## config.mk

```make
export PLATFORM = sky130hd
export DESIGN_NAME = ktn_cpu
export DESIGN_NICKNAME = d
export VERILOG_FILES = /design/src/rtl/ktn_cpu.sv
export SDC_FILE = /design/constraint.sdc
export NUM_CORES = 1
export LEC_CHECK = 0
export CAP_MARGIN = 15
export CORE_ASPECT_RATIO = 0.9
export CORE_MARGIN = 8
export CORE_UTILIZATION = 40
export CTS_CLUSTER_DIAMETER = 100
export DETAILED_ROUTE_END_ITERATION = 6
export SYNTH_ARGS = -nofsm -noshare
export SYNTH_HDL_FRONTEND = slang
export SYNTH_SLANG_ARGS = --single-unit
```

## constraint.sdc

```tcl
create_clock -name clk -period 2.8 [get_ports clk]
set_input_delay 0.42 -clock clk [delete_from_list [all_inputs] [get_ports clk]]
set_output_delay 0.42 -clock clk [all_outputs]
set_load 0.01 [all_outputs]
```

## src/rtl/ktn_cpu.sv

```systemverilog
// ktn_cpu: parametrised multi-cycle accumulator CPU with a req/ack data-memory port.
module ktn_cpu #(
  parameter int DATA_W = 8,
  parameter int PC_W = 8,
  parameter int DADDR_W = 8,
  localparam int INSTR_W = DATA_W + 4
) (
  input  logic               clk,
  input  logic               rst,
  input  logic [INSTR_W-1:0] instruction,
  output logic [PC_W-1:0]    code_address,
  output logic               mem_req,
  output logic               mem_we,
  output logic [DADDR_W-1:0] mem_addr,
  output logic [DATA_W-1:0]  mem_wdata,
  input  logic [DATA_W-1:0]  mem_rdata,
  input  logic               mem_ack,
  output logic               kd_reset,
  output logic               r_zero,
  output logic               carry
);
  typedef enum logic [1:0] {FETCH, EXEC, MEM} state_t;
  state_t state_q, state_d;
  logic [PC_W-1:0] pc_q, pc_d;
  logic [INSTR_W-1:0] ir_q, ir_d;
  logic [DATA_W-1:0] a_q, a_d, b_q, b_d, r_q, r_d;
  logic c_q, c_d;
  logic [3:0] op;
  logic [DATA_W-1:0] k;
  logic [DATA_W:0] alu_x;
  assign op = ir_q[INSTR_W-1 -: 4];
  assign k = ir_q[DATA_W-1:0];
  assign code_address = pc_q;
  assign mem_req = state_q == MEM;
  assign mem_we = op == 4'd5;
  assign mem_addr = ir_q[DADDR_W-1:0];
  assign mem_wdata = r_q;
  assign kd_reset = state_q == EXEC && op == 4'd9;
  assign r_zero = r_q == '0;
  assign carry = c_q;
  // alu_x packs {carry/borrow, result}
  always_comb begin
    alu_x = '0;
    case (k[3:0])
      4'd0: alu_x = {1'b0, a_q} + {1'b0, b_q};
      4'd1: alu_x = {1'b0, a_q} - {1'b0, b_q};
      4'd2: alu_x = {1'b0, a_q & b_q};
      4'd3: alu_x = {1'b0, a_q | b_q};
      4'd4: alu_x = {1'b0, a_q ^ b_q};
      4'd5: alu_x = {1'b0, ~a_q};
      4'd6: alu_x = {a_q, 1'b0};
      4'd7: alu_x = {a_q[0], 1'b0, a_q[DATA_W-1:1]};
      4'd8: alu_x = {1'b0, a_q} + {1'b0, b_q} + {{DATA_W{1'b0}}, c_q};
      4'd9: alu_x = {1'b0, b_q};
      default: alu_x = '0;
    endcase
  end
  always_comb begin
    state_d = state_q;
    pc_d = pc_q;
    ir_d = ir_q;
    a_d = a_q;
    b_d = b_q;
    r_d = r_q;
    c_d = c_q;
    case (state_q)
      FETCH: begin
        ir_d = instruction;
        pc_d = pc_q + PC_W'(1);
        state_d = EXEC;
      end
      EXEC: begin
        state_d = FETCH;
        case (op)
          4'd1, 4'd2, 4'd5: state_d = MEM;
          4'd3: b_d = k;
          4'd4: begin
            r_d = alu_x[DATA_W-1:0];
            c_d = alu_x[DATA_W];
          end
          4'd6: pc_d = r_zero ? pc_q - PC_W'(k) : pc_q;
          4'd7: pc_d = r_zero ? pc_q + PC_W'(k) : pc_q;
          4'd8: pc_d = PC_W'(k);
          default: ;
        endcase
      end
      MEM: begin
        state_d = mem_ack ? FETCH : MEM;
        a_d = (mem_ack && op == 4'd1) ? mem_rdata : a_q;
        b_d = (mem_ack && op == 4'd2) ? mem_rdata : b_q;
      end
      default: state_d = FETCH;
    endcase
  end
  always_ff @(posedge clk or negedge rst) begin
    if (!rst) begin
      state_q <= FETCH;
      pc_q <= '0;
      ir_q <= '0;
      a_q <= '0;
      b_q <= '0;
      r_q <= '0;
      c_q <= 1'b0;
    end else begin
      state_q <= state_d;
      pc_q <= pc_d;
      ir_q <= ir_d;
      a_q <= a_d;
      b_q <= b_d;
      r_q <= r_d;
      c_q <= c_d;
    end
  end
endmodule

```

Word level (Yosys, flattened, before mapping)
Index checks and enable logic that the tools add are counted.
- bitwise gates (word level): 4
- reductions and logical operators: 13
- multiplexer cells: 11
- eq/ne operators: 25
- add/sub/neg operators: 6
- operators with widths (kind ; number):
    case mux 9 bit (10 select lines) ; 1
    == test 4 x 3 -> 1 bit, second input constant ; 8
    2-to-1 mux 8 bit ; 4
    case mux 8 bit (2 select lines) ; 2
    case mux 8 bit (3 select lines) ; 1
    == test 4 x 2 -> 1 bit, second input constant ; 4
    == test 4 bit, second input constant ; 4
    adder 8 x 8 -> 9 bit ; 1
    adder 9 x 1 -> 9 bit ; 1
    subtractor 8 x 8 -> 9 bit ; 1
    adder 8 x 1 -> 8 bit, second input constant ; 1
    adder 8 bit ; 1
    bitwise AND 8 bit ; 1
    == test 4 x 1 -> 1 bit, second input constant ; 2
    logical NOT 8 bit ; 1
    inverter 8 bit ; 1
    OR 8 bit ; 1
    subtractor 8 bit ; 1
    XOR 8 bit ; 1
    inequality test 3 bit, second input constant ; 2
    case mux 2 bit (3 select lines) ; 1
    logical NOT 4 bit ; 1
    2-to-1 mux 2 bit ; 2
    inequality test 2 x 1 -> 1 bit, second input constant ; 2
    other kinds (10) ; 14
- bits in registers: 47
- word-level logic and storage cells: 66
- bits of input ports: 23
- output and inout bits: 29

Depth between registers and ports, before layout
Gate-level depths: netlist (run 1).
- word-level depth: 4
- gate-level depth with buffers: 12

Worst setup path before layout (run 1)
OpenSTA, ideal clock, no wires.
- path kind: flip-flop to flip-flop
- from: register ir_q[11]
- to: register pc_q[7] (netlist: code_address[7])
- required time: 2705 ps
- setup time: 95 ps
- setup slack: -2 ps
- arrival time: 2707 ps
- period minus slack after synthesis: 2802 ps
- stages on the path, launching flop included: 11
- cell sequence: dfrtp_1 and2b_1 nand3_1 o21ai_0 ha_1 a21o_1 a21oi_1 o21bai_1 a2111oi_0 nor4_1 o31ai_1
- word-level cells in the longest chain between the ends: 3
- elaborated cells between the ends (all ways): 9
- classes of those cells: 6 x eq/ne; 2 x mux; 1 x reduce/logical
- RTL lines (what ; line ; text):
    start, declared ; 25 ; logic [INSTR_W-1:0] ir_q, ir_d;
    start signal, assigned ; 107 ; ir_q <= ir_d;
    == test 4 bit / == test 4 x 3 -> 1 bit (equally long branches) ; 74 ; case (op)
    case mux 8 bit (3 select lines) (tied with other cells) ; 74 ;
    case mux 8 bit (2 select lines) / AND reduction 4 bit (equally long branches) ; n/a ;
    end signal, assigned ; 106 ; pc_q <= pc_d;
    end, declared ; 24 ; logic [PC_W-1:0] pc_q, pc_d;
Parallel ways exist; a longest one is shown, timed or not.
A chain may end at the register's enable or synchronous reset.

Final worst setup path (run 1)
- from: register b_q[0]
- to: register r_q[7] (netlist: mem_wdata[7])
- word-level cells in the longest chain between the ends: 3
- elaborated cells between the ends (all ways): 4
- classes of those cells: 3 x add/sub; 1 x mux
- RTL lines (what ; line ; text):
    start, declared ; 26 ; logic [DATA_W-1:0] a_q, a_d, b_q, b_d, r_q, r_d;
    start signal, assigned ; 101 ; b_q <= '0;
    start signal, assigned ; 109 ; b_q <= b_d;
    adder 8 x 8 -> 9 bit ; 45, 53 ;
    adder 9 x 1 -> 9 bit ; 53 ; 4'd8: alu_x = {1'b0, a_q} + {1'b0, b_q} + {{DATA_W{1'b0}}, c_q};
    case mux 9 bit (10 select lines) (*) ; 44 ; case (k[3:0])
    end signal, assigned ; 110 ; r_q <= r_d;
    end, declared ; 26 ;
Mark *: on every way between the ends. The rest lies on a longest branch, timed or not.

==> results of run 1 <==
[what timing repair did]
item,4_1_cts,5_1_grt
cloned,0,0
gates resized for setup,1,5
setup endpoints to repair,1,4
[synthesized netlist by cell type, types with 3 or more instances]
cell and instances:
nand3b_1 3, o21ai_1 4, a22oi_1 4, buf_6 3, nand2_1 65, nor2_1 33, mux2_2 10, a211oi_1 8
o21bai_1 4, nand2b_1 5, inv_1 36, mux2i_1 12, or3_1 6, and3_1 3, o211ai_1 5, ha_1 43
o31ai_1 8, a222oi_1 4, a31oi_1 10, o22ai_1 6, nor2b_1 5, nor3_1 9, buf_4 9, clkbuf_1 17
fa_1 3, nor4b_1 3, o221ai_1 3, dfrtp_1 47, a21o_1 5, a21oi_1 29, and2_1 5, nand3_1 16
a221oi_1 6, xnor2_1 14, xor2_1 5, buf_2 7, o21ai_0 46
[cells in the final DEF, fill, tap and decap left out, drive strengths merged, types with 12 or more instances in the layout]
cell | netlist | routed
a21oi | 31 | 31
buf | 21 | 32
clkdlybuf4s50 | 0 | 50
dfrtp | 47 | 47
ha | 43 | 43
inv | 36 | 36
mux2i | 12 | 12
nand2 | 65 | 65
nand3 | 17 | 17
nor2 | 33 | 33
o21ai | 51 | 51
xnor2 | 14 | 14
[kinds of logic (layout without fill, tap and decap cells)]
kind of cell             after synthesis  after routing
AO/OA/AOI/OAI                        179            179
XOR/XNOR                              19             19
adder cells (fa/ha/maj)               46             46
buffers and inverters                 77            127
flip-flops                            47             47
multiplexers                          22             22
AND/OR/NAND/NOR                      169            169
[sequential cells by signal, indices dropped and copies added (netlist names)]
name	cells
ir_q	12
a_q	8
b_q	8
code_address	8
mem_wdata	8
state_q	2
carry	1
[layer usage]
layer	wire, um	share of wire (%)
met5	0	0
met1	6550	48
met4	90	0.66
met2	5950	43
met3	1150	8.3
[critical path, stage by stage, from the launching register on]
cell and delay, ps:
dfrtp_1 430, ha_1 260, fa_2 430, a211o_1 330, a2111oi_2 330, or3_4 210
and4_4 210, mux2i_1 180, o211ai_1 90
[path summary, 6_finish.rpt]
kind	end	slack, ps	cells past startpoint
setup reg to reg	mem_wdata[7]	180	8
min in group clk	mem_wdata[0]	500	2
hold reg to reg	mem_wdata[0]	500	2
hold / removal	ir_q[5]	100	2
max in group asynchronous	mem_wdata[4]	2470	2
setup / recovery	mem_wdata[7]	180	8
[power by group]
group / internal [mW] / leakage, nW / switching (mW)
clock: 0.357 / 0.0731 / 0.272
sequential: 0.993 / 0.549 / 0.383
combinational: 2.71 / 1.66 / 3.43
[area by class of cell]
class	count	area [um2]	share of cell area [%]
Clock buffer	6	139	2.53
Clock inverter	2	16.3	0.297
Inverter	37	139	2.53
Multi-Input combinational cell	435	3070	55.9
Sequential cell	47	1180	21.5
Tap cell	156	195	3.56
Timing Repair Buffer	82	751	13.7
[through the flow]
| stage | cell area, um2 | hold WS (ps) | setup WS (ps) |
|---|---|---|---|
| after CTS | 5460 | 110 | 50.7 |
| after detailed placement | 5310 | 429 | 11.3 |
| after floorplan | 4580 | 124 | 91.4 |
| after global routing | 5480 | 118 | 7.54 |
| final | 5480 | 97.9 | 177 |
| after global placement | 5310 | 425 | 109 |
==> summary.txt, run 1 <==
Run status
  • Outcome: finished clean

CTS
  • Num CTS Buffers: 5
  • Worst-Skew Late Latency: between 200 and 300 ps
  • H-tree depth: 2
  • Clock tree buffer depth: 2
  • Post-CTS Hold Buffers: 0
  • Root Driver: clkbuf_16
  • CTS tree: done
  • Clock-pin slew on the worst setup and hold paths: about 70 ps
  • Post-CTS Setup Inserts: 0
  • CTS sink cnt: between 40 and 50

Critical path
  • Worst setup startpoint: b_q[0]
  • CP required: 2950 ps
  • RR Startpoint: b_q[0]
  • Critical path endpoint category: flop
  • Critical path class: flop to flop
  • WP data arrival: between 2000 and 3000 ps
  • Worst Setup Start Kind: flop
  • Worst-path fanout max: 6

Job
  • Max_cap viols: 0

Logic synthesis
  • Ys async rst share: between 90% and 100%
  • Cells after Synth: between 500 and 600
  • Area fraction of the dominant cell type after synthesis: between 20% and 30%
  • Syn Std Cell Area: between 4000 and 5000 um2
  • Main synth FF type: dfrtp_1
  • Post-synthesis xor/xnor area fraction: approximately 3.6%
  • Yosys Warn Count: 0
  • Unique masters post-synth: 80
  • Synth Area in Compound Gates: between 20% and 30%
  • Post-Syn Nets: approximately 630
  • Simple-gate share of the synthesized area: 18.0%
  • Adder-cell share of the synthesized area: between 10% and 20%
  • Mux cell area share after synthesis: approximately 5.1%
  • Share of synthesized area occupied by flip-flops and latches: approximately 26%
  • Average size of a mapped cell: between 8 and 9 um2
  • Yosys top cell by area: dfrtp_1
  • Seq cells post-synth: 47
  • Largest family of logic cells by synthesized area: compound AO/OA/AOI/OAI gates
  • Synth top area cells: dfrtp_1, ha_1, nand2_1
  • Post-synth EDFFs: 0

GRT
  • Initial antenna violation count: 0
  • Number of global-route vias before repair: around 4,200
  • GRT Overall Usage: approximately 18%
  • Met3 Use GR: under 10%
  • Pin count of the biggest net entering global routing: 48
  • Global-route wire length before repair: between 20,000 and 25,000 um
  • Global routing's busiest layer: met2
  • Grt met2 use: 26.7%
  • Met1 Resource Use GR: between 20% and 30%
  • Global route overflow: 0

Final layout
  • Nets: ~680
  • Number of diodes: 0
  • Fill cells: around 1,200
  • Layout cell share with drive strength beyond 1: 12.2%
  • Syn-to-layout area delta: 19.8%
  • Final non-filler cell total: 765
  • Final Core Density: about half

Floorplanning
  • Die Y: 117 um
  • Die area: about 15,000 um2
  • Initial Utilization: approximately 41%
  • IO Count: 52
  • Placeable Area: ~11,000 um2
  • Site Rows: 37
  • Die Width: approximately 130 um

Detailed routing
  • Residual DRC: 0
  • Via Count: ~4,300
  • Drt total wl: between 10,000 and 15,000 um
  • ANT nets after route: 0
  • Initial DRC count: 417
  • DR WL/cell: between 15 and 20 um
  • Vias per cell: approximately 5.7
  • DR pass1 iterations: 6

Placed design
  • Cell total after placement: between 700 and 800
  • Hpwl dp: 10,700 um
  • Input/output buffers: 51
  • RD Place Congestion: 0.914

Worst hold path
  • HP Class: input port to async pin

STA
  • Tcrit/Tclk final: 93.7%
  • Setup total negative slack: 0 ps
  • Final clock skew: 9.67 ps
  • Unrepaired setup endpoints after global routing: false
  • Slew Limit Headroom: ~61%
  • Setup violators final: 0
  • Fmax: roughly 0.38 GHz
  • Measured slew at the worst slew-check pin: slightly below 600 ps
  • Max-slew violations: 0
  • Post-route minimum period: 2620 ps
  • Final hold violation count: 0

Pwr
  • Total power: about 8.1 mW
  • P_leak: between 2 and 2.5 nW
  • Max IR drop VDD: between 0.4 and 0.5 mV
  • Pwr Density: approximately 1500 nW/um2
No activity file was read; power rests on OpenSTA's default activity.
==> inputs of run 2 (changes only) <==
--- a/config.mk
+++ b/config.mk
@@ -11,6 +11,7 @@
 export CORE_UTILIZATION = 40
 export CTS_CLUSTER_DIAMETER = 100
 export DETAILED_ROUTE_END_ITERATION = 6
+export SKIP_LAST_GASP = 1
 export SYNTH_ARGS = -nofsm -noshare
 export SYNTH_HDL_FRONTEND = slang
 export SYNTH_SLANG_ARGS = --single-unit
==> results of run 2 <==
The final DEF is identical to that of run 1; final timing and power are the same.
==> inputs of run 3 (changes only) <==
--- a/config.mk
+++ b/config.mk
@@ -15,3 +15,4 @@
 export SYNTH_ARGS = -nofsm -noshare
 export SYNTH_HDL_FRONTEND = slang
 export SYNTH_SLANG_ARGS = --single-unit
+export TNS_END_PERCENT = 10
==> summary.txt, run 3 (synthesis gave the netlist of run 1 again) <==
Detailed routing
  • Via Count: ~4,300
  • Initial DRC count: about 440
  • Vias per cell: between 5 and 6
  • DR pass1 iterations: 5
  • Drt total wl: 13,600 um
  • DR WL/cell: ~18 um
  • Residual DRC: 0
  • ANT nets after route: 0

Floorplanning
  • Die area: approximately 15,000 um2
  • Placeable Area: 11,300 um2
  • Initial Utilization: just over 40%
  • Die Y: between 100 and 150 um
  • Die Width: between 100 and 150 um
  • Site Rows: 37
  • IO Count: 52

Critical path
  • Worst Setup Start Kind: flop
  • Slowest-stage cell, CP: fa_1
  • End of the critical path: mem_wdata[4]
  • Slowest stage delay, CP: 450 ps
  • R2r endpoint: mem_wdata[4]
  • RR Startpoint: a_q[0]
  • Critical path class: flop to flop
  • CP required: ~3000 ps
  • Critical path endpoint category: flop
  • WP data arrival: 2800 ps
  • R2R cell count: 9
  • Worst setup startpoint: a_q[0]
  • Worst-path fanout max: 5
  • Reg2reg setup slack: between 150 and 200 ps
  • Worst-path cell chain: inv_1, ha_1, inv_1, fa_1, a21oi_1, o21ai_0, a221o_1, a221oi_1, o21ai_0

STA
  • Tcrit/Tclk final: between 90% and 100%
  • Worst hold margin: around 100 ps
  • Setup total negative slack: 0 ps
  • Final hold violation count: 0
  • Setup violators final: 0
  • Unrepaired setup endpoints after global routing: true
  • Measured slew at the worst slew-check pin: approximately 570 ps
  • Max-slew violations: 0
  • Slew Limit Headroom: approximately 62%
  • Fmax: 0.379 GHz
  • Post-route minimum period: around 2600 ps
  • Final clock skew: between 9 and 10 ps

Final layout
  • Area of the multi-input gates: ~3100 um2
  • Commonest cells after routing, fill and taps aside: nand2_1, clkdlybuf4s50_1, dfrtp_1, o21ai_0, ha_1
  • Layout cell share with drive strength beyond 1: 11.8%
  • Sequential cell area: approximately 1200 um2
  • Syn-to-layout area delta: 19.6%
  • Fill cells: between 1,000 and 1,500
  • Biggest register: ir_q
  • Most common cell after layout, fill and taps aside: nand2_1
  • Number of diodes: 0
  • Largest register FFs: 12
  • Nets: 677

Pwr
  • P_sw: between 4 and 5 mW
  • Total power: 8.11 mW
  • Max IR drop VDD: 0.484 mV
  • Flop pwr share: ~17%
  • Clock power frac: 7.8%
  • Comb power frac: approximately three quarters
  • Pwr Density: 1480 nW/um2
  • Switching Share: 50.1%
  • P_leak: between 2 and 2.5 nW
  • Pint: 4.05 mW

CTS
  • CTS tree: done
  • Post-CTS Setup Inserts: 0
  • H-tree depth: 2
  • Post-CTS Hold Buffers: 0
  • Root Driver: clkbuf_16
  • CTS sink cnt: between 40 and 50
  • Clock tree buffer depth: 2
  • Num CTS Buffers: 5
  • Worst-Skew Late Latency: slightly below 300 ps
  • Clock-pin slew on the worst setup and hold paths: roughly 70 ps

Placed design
  • Input/output buffers: roughly 50
  • Hpwl dp: roughly 11,000 um
  • RD Place Congestion: about 0.91

Run status
  • Outcome: finished clean

GRT
  • Global-route wire length before repair: around 22,000 um
  • GRT Overall Usage: 17.9%
  • Number of global-route vias before repair: 4,159
  • Pin count of the biggest net entering global routing: 48
  • Initial antenna violation count: 0
  • Global route overflow: 0

Worst hold path
  • HP Class: input port to async pin

Job
  • Max_cap viols: 0
run 3: cell counts in the layout (fill, tap and decap cells not counted):
No cell type changed its count.
run 3: per-stage QoR:
stage          utilization, %  worst slack (ps)  instances  cell area, um2
2_1_floorplan               -              91.4        559            4580
3_3_place_gp             47.0               109        757            5310
3_5_place_dp             47.0              11.3        757            5310
4_1_cts                  48.4              50.7        765            5460
5_1_grt                  48.5             -42.3        765            5480
6_report                 48.5               159        765            5480
run 3: worst max-delay path: cells and delay by family (launching register included):
kind                     cells  cell delay [ps]
adder cells (fa/ha/maj)      2              650
flip-flops                   1              400
buffers and inverters        2              230
AO/OA/AOI/OAI                5             1230
run 3: power groups by stage:
stage / registers (mW) / clock network (mW) / logic (mW)
2_1_floorplan: 1.34 / 0 / 4.34
3_3_place_gp: 1.38 / 0 / 5.92
3_5_place_dp: 1.39 / 0 / 5.99
4_1_cts: 1.38 / 0.640 / 6.02
5_1_grt: 1.43 / 0.665 / 6.73
6_report: 1.38 / 0.629 / 6.11
run 3: routing by layer:
layer	part of all wire (%)	routed length, um	GRT usage, %	vias up
met5	0	0	0	-
met4	0.66	90	3.37	0
met3	7.7	1050	4.26	8
met2	43	5890	26.7	142
met1	48	6610	25.7	2037
li1	-	-	-	2119
run 3: worst min-delay path by stage:
stage / end / slack [ps] / depth (start not counted)
floorplan: a_q[0] / 120 / 0
global placement: ir_q[5] / 420 / 2
detailed placement: ir_q[5] / 430 / 2
CTS: ir_q[5] / 110 / 2
global route: ir_q[5] / 120 / 2
finish: ir_q[5] / 100 / 2
run 3: layout make-up:
class | count | area share, %
clock buffer | 6 | 2.54
inverter | 37 | 2.54
timing repair buffer | 82 | 13.7
clock inverter | 2 | 0.297
sequential | 47 | 21.5
tap | 156 | 3.56
multi-input combinational | 435 | 55.9
run 3: timing repair:
item / CTS / global route
endpoints found under the setup margin: 1 / 4
gates cloned: 0 / 0
gates resized for setup: 1 / 3
